===== config.mk =====
export PLATFORM = sky130hd
export DESIGN_NAME = ar_int7_sequencer
export DESIGN_NICKNAME = d
export VERILOG_FILES = /design/src/rtl/ar_pkg.sv /design/src/rtl/ar_bp_prio_enc.sv /design/src/rtl/ar_int7_sequencer.sv
export SDC_FILE = /design/constraint.sdc
export NUM_CORES = 1
export LEC_CHECK = 0
export ABC_AREA = 0
export ABC_CLOCK_PERIOD_IN_PS = 2029
export BUFFER_PORTS_ARGS = -buffer_cell sky130_fd_sc_hd__clkbuf_2
export CAP_MARGIN = 10
export CORE_MARGIN = 2
export CORE_UTILIZATION = 35
export DETAILED_ROUTE_END_ITERATION = 16
export MAX_ROUTING_LAYER = met4
export SETUP_SLACK_MARGIN = 0.4
export SLEW_MARGIN = 0
export SYNTH_ARGS = -nofsm -noshare
export SYNTH_HDL_FRONTEND = slang
export SYNTH_SLANG_ARGS = --single-unit
export TNS_END_PERCENT = 100

===== constraint.sdc =====
create_clock -name clk -period 2.03 [get_ports clk]
set_input_delay 0.1015 -clock clk [delete_from_list [all_inputs] [get_ports clk]]
set_output_delay 0.1015 -clock clk [all_outputs]
set_load 0.005 [all_outputs]

===== src/rtl/ar_pkg.sv =====
// Shared types and status codes for the freeze-cartridge INT7 sequencer.
package ar_pkg;

  typedef enum logic [1:0] {
    ST_IDLE    = 2'd0,
    ST_REQ     = 2'd1,
    ST_FROZEN  = 2'd2,
    ST_HOLDOFF = 2'd3
  } ar_state_e;

  localparam logic [1:0] CAUSE_NONE   = 2'b11;
  localparam logic [1:0] CAUSE_FREEZE = 2'b00;
  localparam logic [1:0] CAUSE_BREAK  = 2'b01;
  localparam logic [1:0] CAUSE_RESET  = 2'b10;

endpackage


===== src/rtl/ar_bp_prio_enc.sv =====
// Lowest-index-wins priority encoder over the breakpoint comparator hits.
module ar_bp_prio_enc #(
  parameter int NBP = 4
) (
  input  logic [NBP-1:0] hits,
  output logic           hit,
  output logic [2:0]     idx
);

  // Scan from the top down so the lowest set bit is the last one written.
  always_comb begin
    hit = |hits;
    idx = 3'd0;
    for (int i = NBP - 1; i >= 0; i--) begin
      if (hits[i]) idx = 3'(i);
    end
  end

endmodule


===== src/rtl/ar_int7_sequencer.sv =====
// Freeze-cartridge level-7 interrupt sequencer: arbitrates reset-trap, freeze
// key and breakpoint requests, then walks REQ -> FROZEN -> HOLDOFF -> IDLE.
// Optional build macro AR_REQ_TIMEOUT_EN adds an unacknowledged-INT7 timeout
// and the sticky req_timeout output.
module ar_int7_sequencer
  import ar_pkg::*;
#(
  parameter int NBP     = 4,
  parameter int HOLDOFF = 16,
  parameter int TIMEOUT = 1024
) (
  input  logic           clk,
  input  logic           reset,
  input  logic           enable,
  input  logic           boot,
  input  logic           freeze_btn,
  input  logic           reset_trap,
  input  logic [NBP-1:0] bp_hit,
  input  logic           bp_arm,
  input  logic           int7_ack,
  input  logic           exit_wr,
  input  logic           ovl_clr,
  output logic           int7,
  output logic           active,
  output logic           ovl,
  output logic [1:0]     cause,
  output logic [2:0]     bp_idx,
  output logic           busy
`ifdef AR_REQ_TIMEOUT_EN
  ,
  output logic           req_timeout
`endif
);

  localparam int HW = (HOLDOFF > 1) ? $clog2(HOLDOFF) : 1;

  ar_state_e   state, state_n;
  logic        int7_n, active_n, ovl_n;
  logic [1:0]  cause_n;
  logic [2:0]  bp_idx_n;
  logic [HW-1:0] hold_cnt, hold_n;
  logic        freeze_q;
  logic        freeze_req, bp_req, bp_any;
  logic [2:0]  bp_enc_idx;
  logic        clr_all;

`ifdef AR_REQ_TIMEOUT_EN
  localparam int TW = (TIMEOUT > 1) ? $clog2(TIMEOUT) : 1;
  logic [TW-1:0] tmo_cnt, tmo_n;
  logic          req_timeout_n;
`endif

  assign clr_all    = reset | ~enable;
  assign freeze_req = freeze_btn & ~freeze_q;
  assign bp_req     = bp_arm & bp_any;
  assign busy       = (state != ST_IDLE);

  ar_bp_prio_enc #(.NBP(NBP)) u_bp_enc (
    .hits (bp_hit),
    .hit  (bp_any),
    .idx  (bp_enc_idx)
  );

  // Freeze key history; also loaded during reset so no false edge follows it.
  always_ff @(posedge clk) begin
    freeze_q <= freeze_btn;
  end

  // State and output registers.
  always_ff @(posedge clk) begin
    if (clr_all) begin
      state    <= ST_IDLE;
      int7     <= 1'b0;
      active   <= 1'b0;
      ovl      <= 1'b0;
      cause    <= CAUSE_NONE;
      bp_idx   <= 3'd0;
      hold_cnt <= '0;
`ifdef AR_REQ_TIMEOUT_EN
      tmo_cnt     <= '0;
      req_timeout <= 1'b0;
`endif
    end else begin
      state    <= state_n;
      int7     <= int7_n;
      active   <= active_n;
      ovl      <= ovl_n;
      cause    <= cause_n;
      bp_idx   <= bp_idx_n;
      hold_cnt <= hold_n;
`ifdef AR_REQ_TIMEOUT_EN
      tmo_cnt     <= tmo_n;
      req_timeout <= req_timeout_n;
`endif
    end
  end

  // Next-state and next-output logic; every value holds unless a state acts.
  always_comb begin
    state_n  = state;
    int7_n   = int7;
    active_n = active;
    ovl_n    = ovl;
    cause_n  = cause;
    bp_idx_n = bp_idx;
    hold_n   = hold_cnt;
`ifdef AR_REQ_TIMEOUT_EN
    tmo_n         = tmo_cnt;
    req_timeout_n = req_timeout;
`endif
    unique case (state)
      ST_IDLE: begin
        if (ovl_clr) ovl_n = 1'b0;
        if (!boot && (reset_trap || freeze_req || bp_req)) begin
          state_n = ST_REQ;
          int7_n  = 1'b1;
          if (reset_trap) begin
            cause_n = CAUSE_RESET;
          end else if (freeze_req) begin
            cause_n = CAUSE_FREEZE;
          end else begin
            cause_n  = CAUSE_BREAK;
            bp_idx_n = bp_enc_idx;
          end
`ifdef AR_REQ_TIMEOUT_EN
          tmo_n = TW'(TIMEOUT - 1);
`endif
        end
      end
      ST_REQ: begin
        if (int7_ack) begin
          state_n  = ST_FROZEN;
          int7_n   = 1'b0;
          active_n = 1'b1;
          ovl_n    = 1'b1;
        end
`ifdef AR_REQ_TIMEOUT_EN
        else if (tmo_cnt == '0) begin
          state_n       = ST_IDLE;
          int7_n        = 1'b0;
          cause_n       = CAUSE_NONE;
          req_timeout_n = 1'b1;
        end else begin
          tmo_n = tmo_cnt - 1'b1;
        end
`endif
      end
      ST_FROZEN: begin
        if (ovl_clr) ovl_n = 1'b0;
        if (exit_wr) begin
          state_n  = ST_HOLDOFF;
          active_n = 1'b0;
          hold_n   = HW'(HOLDOFF - 1);
        end
      end
      ST_HOLDOFF: begin
        if (ovl_clr) ovl_n = 1'b0;
        if (hold_cnt == '0) state_n = ST_IDLE;
        else                hold_n  = hold_cnt - 1'b1;
      end
      default: state_n = ST_IDLE;
    endcase
  end

endmodule


# After elaboration in Yosys (flattened, before gate mapping)
# Index checks and enable logic that the tools add are counted.
# totals
out_inout_bits	9
reg_bits	15
# op_classes
mux	22
n_addsub	1
n_reduce_logical	19
bitwise	7
eq_ne	9
# op_table
operator	count
$mux W2	9
$ne A2 B2 Y1 const B	5
$reduce_and A3 Y1	3
$mux W4	2
$pmux W2 S4	1
$pmux W4 S2	1
$reduce_and A4 Y1	2
$reduce_bool A2 Y1	4
$mux W1	6
$pmux W1 S2	3
$eq A2 B2 Y1 const B	2
$logic_not A4 Y1	1
$not A1 Y1	4
$reduce_and A2 Y1	2
$reduce_or A4 Y1	1
$sub A4 B1 Y4 const B	1
$reduce_or A3 Y1	1
$and A1 B1 Y1	2
$eq A2 B1 Y1 const B	1
$logic_not A2 Y1	1
$logic_or A1 B1 Y1	2
$ne A2 B1 Y1 const B	1
$logic_and A1 B1 Y1	1
$logic_not A1 Y1	1
$or A1 B1 Y1	1

# Logic depth before layout (Yosys ltp)
# Gate-level depths: netlist of run 1.
# depth
word_depth	7
ltp_mapped	6

# Cells and area by module
# A second synthesis of run 1 with hierarchy kept.
# hier_totals
cells_unflattened	98
hier_area_um2	864.6
# modules_own_cells
mod	instances	cells_per_inst	seq_area_each_um2	area_each_um2
ar_int7_sequencer	1	89	300.3	818.3
ar_bp_prio_enc	1	9	0.0	46.3

# Least setup slack after synthesis of run 1
# No wires, ideal clock.
# synth_path
kind	flip-flop to flip-flop
startpoint	reg hold_cnt[0]
endpoint	reg state[1]
arrival_ns	1.573
required_ns	1.914
stages_incl_launch_ff	7
setup_ns	0.116
period_less_slack_ns	1.689
setup_slack_ns	0.341
cell_sequence	dfxtp_1 inv_1 ha_1 or3b_1 a211oi_2 a211oi_2 a41o_1
# synth_via
elab_chain_len	3
# synth_rtl
item	line_no	rtl
from (decl)	ar_int7_sequencer.sv:41	logic [HW-1:0] hold_cnt, hold_n;
from (signal assigned)	ar_int7_sequencer.sv:90	hold_cnt <= hold_n;
$logic_not A4 Y1	ar_int7_sequencer.sv:158	if (hold_cnt == '0) state_n = ST_IDLE;
$ne A2 B2 Y1 (no line)	-	
$reduce_and A4 Y1 (no line)	-	
to (signal assigned)	ar_int7_sequencer.sv:84	state <= state_n;
to (decl)	ar_int7_sequencer.sv:37	ar_state_e state, state_n;
# No other way between the ends.
# A chain may end at the register's enable or synchronous reset.

# Worst setup path in the final report of run 1
# layout_path
startpoint	reg hold_cnt[1]
endpoint	reg state[1]
# The elaborated chain is that of the path after synthesis.

==> results by stage, run 1 <==
Critical path:
- In this run the register-to-register setup slack is 0.41 ns.
- The launch instance of the worst register-to-register path is hold_cnt[1].
- The arrival time reported for the critical path endpoint is 1.80 ns.
- Of all nets on the critical path, the largest fanout is 5.
- The critical path is of the flop to flop type.
- The reg-to-reg critical path endpoint is state[1].
- For the worst flop-to-flop path, the logic depth is 6.
- The type of element capturing the critical path is a flop.
- The worst path required time is 2.21 ns.
- The element type at the critical path start is a flop.

Timing:
- The summed negative setup slack over all endpoints is 0 ns.
- Static timing analysis puts the maximum clock frequency at 619 MHz.
- The routed design could run at a clock period as short as 1.62 ns.
- The final count of hold timing violations is 0.
- The count of final max-slew check failures is 0.
- The total setup violations reported at the end of the flow is 0.
- The final critical-path setup slack is 0.414 ns.
- The setup skew after layout is 0.00250 ns.
- Setup repair after global routing could not meet its margin everywhere.
- In the finished design, the share of the clock period the worst path needs comes to 0.796.

Clock network:
- The clock tree from TritonCTS is built.
- The CTS H-tree depth is 1.
- Counting the buffers created by CTS gives 3.
- In this run the deepest clock path goes through 2 buffers.
- CTS placed an instance of clkbuf_4 at the clock tree root.
- Clock-pin slew was measured on the worst setup and hold paths at 0.09 ns.
- The number of sinks on the clock net is 14.
- The clock latency reported for the late side of the worst-skew pair is 0.28 ns.

Power and ir drop:
- For this design the ratio of total power to cell area is 515 nW/um^2.
- The leakage power of the design is 0.445 nW.
- Across the VDD grid, the largest voltage drop is 253 uV.
- The overall power of the completed layout is 546 uW.

Synthesis:
- The number of distinct standard cells referenced by the synthesized netlist is 32.
- The fraction of registers with async set or reset after synthesis is 0.
- The proportion of synthesized chip area in sequential cells is 0.346.
- The synthesized design contains 14 register bits.
- The number of nets produced by synthesis is 111.
- In the synthesized netlist the dominant register cell turns out to be dfxtp_1.
- The synthesized design contains 0 enable-type register cells.
- The average footprint of a synthesized cell is 8.91 sq um.
- Synthesis produced a netlist whose cell count is 91.
- The synthesized netlist occupies a cell area of 811 sq um.
- The synthesis warning total is 0.

Place:
- At the end of routability-driven placement, the weighted congestion stood at 0.907.
- In this run the tool buffered the top-level ports with 21 buffer cells.
- The setup slack at placement is 0.339 ns.
- The final HPWL from detailed placement is 1.29 mm.

Worst hold path:
- The tightest min-delay check is of the input pin to flop type.
- The path with the worst hold slack has its endpoint at cause[0].
- The worst hold path was traced through 3 stages.
- The startpoint identified for the worst hold timing path is reset.

Floorplan:
- The standard-cell row count is 17.
- The initial cell density of the core is 0.370.
- The die covers 2720 sq um.
- The die is 52.1 um tall.
- 23 I/O pins were placed.
- The floorplan step defined a core boundary enclosing 2190 sq um.
- From left edge to right edge, the die measures 52.1 um.

Global routing:
- The initial antenna violation count is 0.
- The largest net degree at the start of global routing is 11.
- The aggregate global-route resource usage is 0.152.
- The number of global-route vias before repair came to 700.
- The first global-routing pass estimated 2.98 mm of wire.
- After global routing the overflow that remains totals 0.

Finish:
- Compared with the post-synthesis result, the final layout area differs by 30.7%.
- The post-layout net count is 140.
- The repair_antennas step left the layout with diodes totalling 0.
- The fraction of final layout cells with drive strength greater than 1 is 0.373.

Drt:
- Summed over all layers, the routed wires come to 1.86 mm.
- The remaining routing DRC violations is 0.
- The residual antenna-violating net count after detailed routing is 0.
- Summed over all nets, wire length on met2 after detailed routing comes to 792 um.
- The per-cell via count in the routed design is 5.23.
- In this run the top signal layer used is met4.
- The starting DRC count in detailed routing is 10.
- Detailed routing placed a total of 126 um of wire on met3.
- The first detailed-routing pass ran for 4 iterations.
- The detailed-route wire length per cell is 12.7 um.
- The routed layout has 763 vias.
- The wire length on met1 is 908 um.

Outcome:
- The flow ran to the end, and the final reports show no timing, DRC or antenna violations.

Flow run:
- The count of maximum capacitance violations is 0.
critical path, cell delays in order (launching register included):
cell	delay (ns)
dfxtp_2	0.34
inv_2	0.08
ha_4	0.13
or3b_4	0.41
a211oi_4	0.26
a211oi_2	0.10
a41o_1	0.21
through the flow:
step,cell area (sq um),utilization,hold WS (ns),cells
floorplan,821,-,0.129,91
global placement,952,0.435,0.221,138
detailed placement,952,0.435,0.225,138
CTS,1050,0.478,0.0830,146
global route,1060,0.484,0.122,146
finish,1060,0.484,0.0831,146
layer usage:
layer | vias up | global-route usage
met1 | 351 | 0.196
met3 | 4 | 0.0316
met4 | 0 | 0.0812
li1 | 383 | -
met2 | 25 | 0.224
met5 | - | -
where the power goes:
part / switching (mW) / leakage [nW] / internal (mW) / total [mW]
registers: 0.00531 / 0.115 / 0.282 / 0.288
clock network: 0.0908 / 0.0138 / 0.0687 / 0.160
logic: 0.0513 / 0.316 / 0.0473 / 0.0986
total: 0.147 / 0.445 / 0.398 / 0.546
how the worst max path moves through the flow:
stage                      from  endpoint  cells after the start
finish              hold_cnt[1]  state[1]                      6
global route        hold_cnt[1]  state[1]                      6
CTS                 hold_cnt[1]  state[1]                      6
detailed placement  hold_cnt[0]  state[1]                      6
global placement    hold_cnt[0]  state[1]                      6
floorplan           hold_cnt[0]  state[1]                      6
what timing repair did:
item	4_1_cts	5_1_grt
hold buffers	1	0
pin swaps	3	4
resized for setup	10	4
endpoints found under the setup margin	5	8
setup buffers	4	0
hold endpoints to repair	1	0
layout make-up:
class | count | area, sq um
fillers | 227 | 1130
multi-input cells | 66 | 533
flip-flops and latches | 14 | 284
repair buffers | 27 | 153
well taps | 28 | 35.0
inverters | 8 | 32.5
clock buffers | 3 | 22.5
cells by family after synthesis:
family                     Yosys count  share of synthesized area
and+or+nand+nor                     28                      0.191
AOI/OAI and AO/OA                   26                      0.248
DFF                                 14                      0.346
buffers and inverters               11                     0.0571
adders and majority gates            6                     0.0926
muxes                                4                     0.0494
other                                1                    0.00463
xor gates and xnor gates             1                     0.0108
synthesized netlist by cell type (2+ instances only):
master    number  area (sq um)
nand2_1        5          18.8
nand2b_1       5          31.3
nor3_1         2          10.0
o41a_1         2          22.5
a31oi_1        2          12.5
a21oi_1        9          45.0
nor2b_1        4          25.0
o21ai_0        2          10.0
inv_1          8          30.0
mux2i_1        4          40.0
ha_1           6          75.1
nor2_1         7          26.3
a211oi_1       2          15.0
a211oi_2       2          25.0
dfxtp_1       14           280
cells in the final DEF (no fill, tap or decap):
cell | Yosys | layout
nand2_1 | 5 | 5
and3_1 | 1 | 1
dlygate4sd3_1 | 0 | 1
ha_1 | 6 | 4
a221oi_1 | 1 | 1
clkbuf_2 | 0 | 21
buf_4 | 1 | 5
nor2b_2 | 0 | 2
a41o_1 | 1 | 1
a22oi_1 | 1 | 1
or3b_4 | 0 | 1
inv_2 | 0 | 2
a211oi_2 | 2 | 1
o41a_1 | 2 | 2
inv_4 | 0 | 1
nor4b_4 | 0 | 1
a21oi_1 | 9 | 9
a211oi_4 | 0 | 1
o311a_1 | 1 | 1
dfxtp_2 | 0 | 3
o21ai_0 | 2 | 2
clkbuf_4 | 0 | 3
mux2i_1 | 4 | 4
conb_1 | 1 | 1
ha_4 | 0 | 2
a31oi_1 | 2 | 2
o221a_1 | 1 | 1
nor2b_1 | 4 | 2
o21a_1 | 1 | 1
xor2_1 | 1 | 1
nand4_1 | 1 | 1
nand2b_1 | 5 | 5
a211oi_1 | 2 | 2
nor2_1 | 7 | 7
inv_1 | 8 | 5
o311ai_2 | 1 | 1
dfxtp_1 | 14 | 11
nor3_1 | 2 | 2
nand3b_1 | 1 | 1
flip-flops by register name, indices dropped and copies added (netlist names):
signal    cells
active        1
bp_idx        2
cause         2
freeze_q      1
hold_cnt      4
int7          1
ovl           1
state         2
Power figures use the tool's default switching activity.
==> run 2: changes to the inputs <==
--- a/config.mk
+++ b/config.mk
@@ -6,7 +6,7 @@
 export NUM_CORES = 1
 export LEC_CHECK = 0
 export ABC_AREA = 0
-export ABC_CLOCK_PERIOD_IN_PS = 2029
+export ABC_CLOCK_PERIOD_IN_PS = 1400
 export BUFFER_PORTS_ARGS = -buffer_cell sky130_fd_sc_hd__clkbuf_2
 export CAP_MARGIN = 10
 export CORE_MARGIN = 2
==> constraint.sdc (replaced) <==
create_clock -name clk -period 1.4 [get_ports clk]
set_input_delay 0.07 -clock clk [delete_from_list [all_inputs] [get_ports clk]]
set_output_delay 0.07 -clock clk [all_outputs]
set_load 0.005 [all_outputs]
==> results by stage, run 2 (same netlist as run 1, synthesis figures left out) <==
Outcome:
- Run status: finished, violations left (was finished clean).
- The checks that failed: negative setup slack.

Clock network:
- The number of sinks on the clock net is 14 (unchanged).
- The clock root buffer is clkbuf_4 (unchanged).
- The clock latency reported for the late side of the worst-skew pair was 0.27 ns (was 0.28 ns).
- The post-CTS clock slew at the launch and capture registers of the worst setup and hold paths is 0.09 ns (about the same).
- The maximum buffer depth of the clock tree came to 2 (unchanged).
- The clock tree from TritonCTS is built (unchanged).
- The number of buffers inserted during clock tree synthesis was 3 (unchanged).
- The CTS H-tree depth is 1 (unchanged).

Global routing:
- The total global routing overflow was 0 (unchanged).
- The largest net degree at the start of global routing is 11 (unchanged).
- The aggregate global-route resource usage is 0.169 (was 0.152).
- The initial antenna violation count is 0 (unchanged).
- The number of global-route vias before repair is 832 (was 700).
- The global-route wire length before repair came to 3.31 mm (was 2.98 mm).

Power and ir drop:
- The power spent charging and discharging nets is 238 uW (was 147 uW).
- The combinational power share is 0.232 (was 0.181).
- The cell-internal power is 683 uW (was 398 uW).
- The leakage power of the design is 0.590 nW (was 0.445 nW).
- The peak ir drop on the vdd network is 438 uV (was 253 uV).
- The power density relative to cell area is 689 nW/um^2 (was 515 nW/um^2).
- The clock network fraction of total power is 0.316 (was 0.292).
- The net switching fraction of the power is 0.258 (was 0.270).
- The sequential power share is 0.452 (was 0.527).

Worst hold path:
- The endpoint with the worst hold slack is cause[0] (unchanged).
- The origin of the worst min-delay path is reset (unchanged).
- The cell depth of the worst hold path came to 3 (unchanged).
- The type of the tightest min-delay check is input pin to flop (unchanged).

Timing:
- The total setup violations reported at the end of the flow is 9 (was 0).
- Setup repair after global routing missed its margin: yes (unchanged).
- The final worst hold slack is 0.0528 ns (was 0.0831 ns).
- The maximum frequency from static timing analysis is 619 MHz (about the same).
- The part of the cycle the worst path needs is 1.15 (was 0.796).
- The clock period minus final worst setup slack came to 1.62 ns (about the same).
- The count of final max-slew check failures is 0 (unchanged).
- The setup skew after layout is 0.00318 ns (was 0.00250 ns).
- The final count of hold timing violations came to 0 (unchanged).
- The final critical-path setup slack is -0.216 ns (was 0.414 ns).

Critical path:
- The arrival time reported for the critical path endpoint was 1.81 ns (was 1.80 ns).
- The register-to-register setup slack is -0.22 ns (was 0.41 ns).
- The depth of the most critical reg-to-reg path came to 7 (was 6).
- The element type at the critical path start is a flop (unchanged).
- The largest fanout on the critical path came to 4 (was 5).
- The worst path required time is 1.59 ns (was 2.21 ns).
- The reg-to-reg critical path endpoint is state[0] (was state[1]).
- The type of element capturing the critical path was a flop (unchanged).
- The worst setup path category is flop to flop (unchanged).
- The launch instance of the worst register-to-register path is hold_cnt[1] (unchanged).

Finish:
- The largest register by flop count is hold_cnt (unchanged).
- Commonest non-fill, non-tap cells in the layout: buf_4 (28), clkbuf_2 (21), dfxtp_1 (10) (was clkbuf_2 (21), dfxtp_1 (11), a21oi_1 (9)).
- The flip-flop count of the largest register, all copies and words added is 4 (unchanged).
- The signed area change from the synthesized netlist to the final layout was 64.8% (was 30.7%).
- The leading cell type in the layout, fill and taps excluded is buf_4 (was clkbuf_2).
- The post-layout net count is 164 (was 140).
- The fraction of final layout cells with drive strength greater than 1 is 0.559 (was 0.373).
- The count of non-filler cells in the finished layout is 171 (was 146).
- The number of inserted diodes came to 0 (unchanged).

Drt:
- The starting DRC count in detailed routing came to 4 (was 10).
- The residual antenna-violating net count after detailed routing is 0 (unchanged).
- The per-cell via count in the routed design is 4.87 (was 5.23).
- The number of search-and-repair iterations in the first detailed-routing pass came to 4 (unchanged).
- The total number of vias is 832 (was 763).
- The routed wire length is 2.06 mm (was 1.86 mm).
- The detailed-route wire length per cell was 12.1 um (was 12.7 um).
- The remaining routing DRC violations is 0 (unchanged).

Floorplan:
- The total I/O pin count is 23 (unchanged).
- The full die area came to 2720 sq um (unchanged).
- The initial cell density of the core is 0.370 (unchanged).
- The die height is 52.1 um (unchanged).
- The standard-cell row count came to 17 (unchanged).
- The total core area is 2190 sq um (unchanged).
- The x dimension of the die is 52.1 um (unchanged).

Place:
- The number of buffer cells added on primary ports was 21 (unchanged).
- The cell count after placement was 160 (was 138).
- The final HPWL from detailed placement was 1.57 mm (was 1.29 mm).
- The routability congestion estimate from global placement is 0.824 (was 0.907).
- The setup slack at placement is -0.206 ns (was 0.339 ns).

Flow run:
- The count of maximum capacitance violations is 0 (unchanged).
==> run 2: power groups by stage <==
stage,Sequential [mW],Clock [mW],Combinational [mW]
5_1_grt,0.417,0.320,0.235
6_report,0.416,0.291,0.214
3_5_place_dp,0.424,0,0.186
2_1_floorplan,0.425,0,0.0966
4_1_cts,0.416,0.302,0.200
3_3_place_gp,0.424,0,0.182
==> run 2: area by class of cell <==
| cell class | count | area [sq um] |
|---|---|---|
| fill | 197 | 855 |
| multi-input combinational | 66 | 597 |
| timing repair buffer | 51 | 345 |
| sequential | 14 | 288 |
| clock buffer | 4 | 36.3 |
| inverter | 8 | 35.0 |
| tap | 28 | 35.0 |
==> run 2: how the worst max path moves through the flow <==
stage | start | end | slack, ns
floorplan | hold_cnt[1] | state[1] | -0.17
global placement | hold_cnt[1] | state[1] | -0.16
detailed placement | hold_cnt[1] | state[0] | -0.21
CTS | hold_cnt[1] | state[1] | -0.21
global route | hold_cnt[1] | state[1] | -0.26
finish | hold_cnt[1] | state[0] | -0.22
==> run 2: metal layers <==
| layer | part of all wire | global-route usage | up-vias | routed length, um |
|---|---|---|---|---|
| li1 | - | - | 431 | - |
| met1 | 0.45 | 0.188 | 377 | 935 |
| met2 | 0.49 | 0.310 | 22 | 1010 |
| met3 | 0.049 | 0.0259 | 2 | 102 |
| met4 | 0.0068 | 0.0513 | 0 | 14 |
| met5 | 0 | - | - | 0 |
==> run 2: timing repair <==
action	CTS	global route
cloned	0	0
gates resized for setup	3	5
pin swaps	3	3
endpoints found under the hold margin	1	0
setup endpoints to repair	14	14
hold buffers	1	0
setup buffers	4	2
==> run 2: through the flow <==
stage | TNS (ns) | cell area (sq um) | util | power, mW
6_report | -0.971 | 1340 | 0.610 | 0.921
5_1_grt | -1.77 | 1340 | 0.610 | 0.973
4_1_cts | -0.976 | 1290 | 0.591 | 0.918
3_5_place_dp | -0.802 | 1200 | 0.548 | 0.610
3_3_place_gp | -0.675 | 1200 | 0.548 | 0.605
2_1_floorplan | -0.399 | 907 | - | 0.522
==> run 2: critical path, stage by stage (launching register included) <==
cell and delay (ns):
dfxtp_2 0.33, inv_2 0.07, ha_4 0.13, or3b_4 0.40
a211oi_4 0.27, buf_4 0.16, a21oi_2 0.05, a211oi_2 0.13
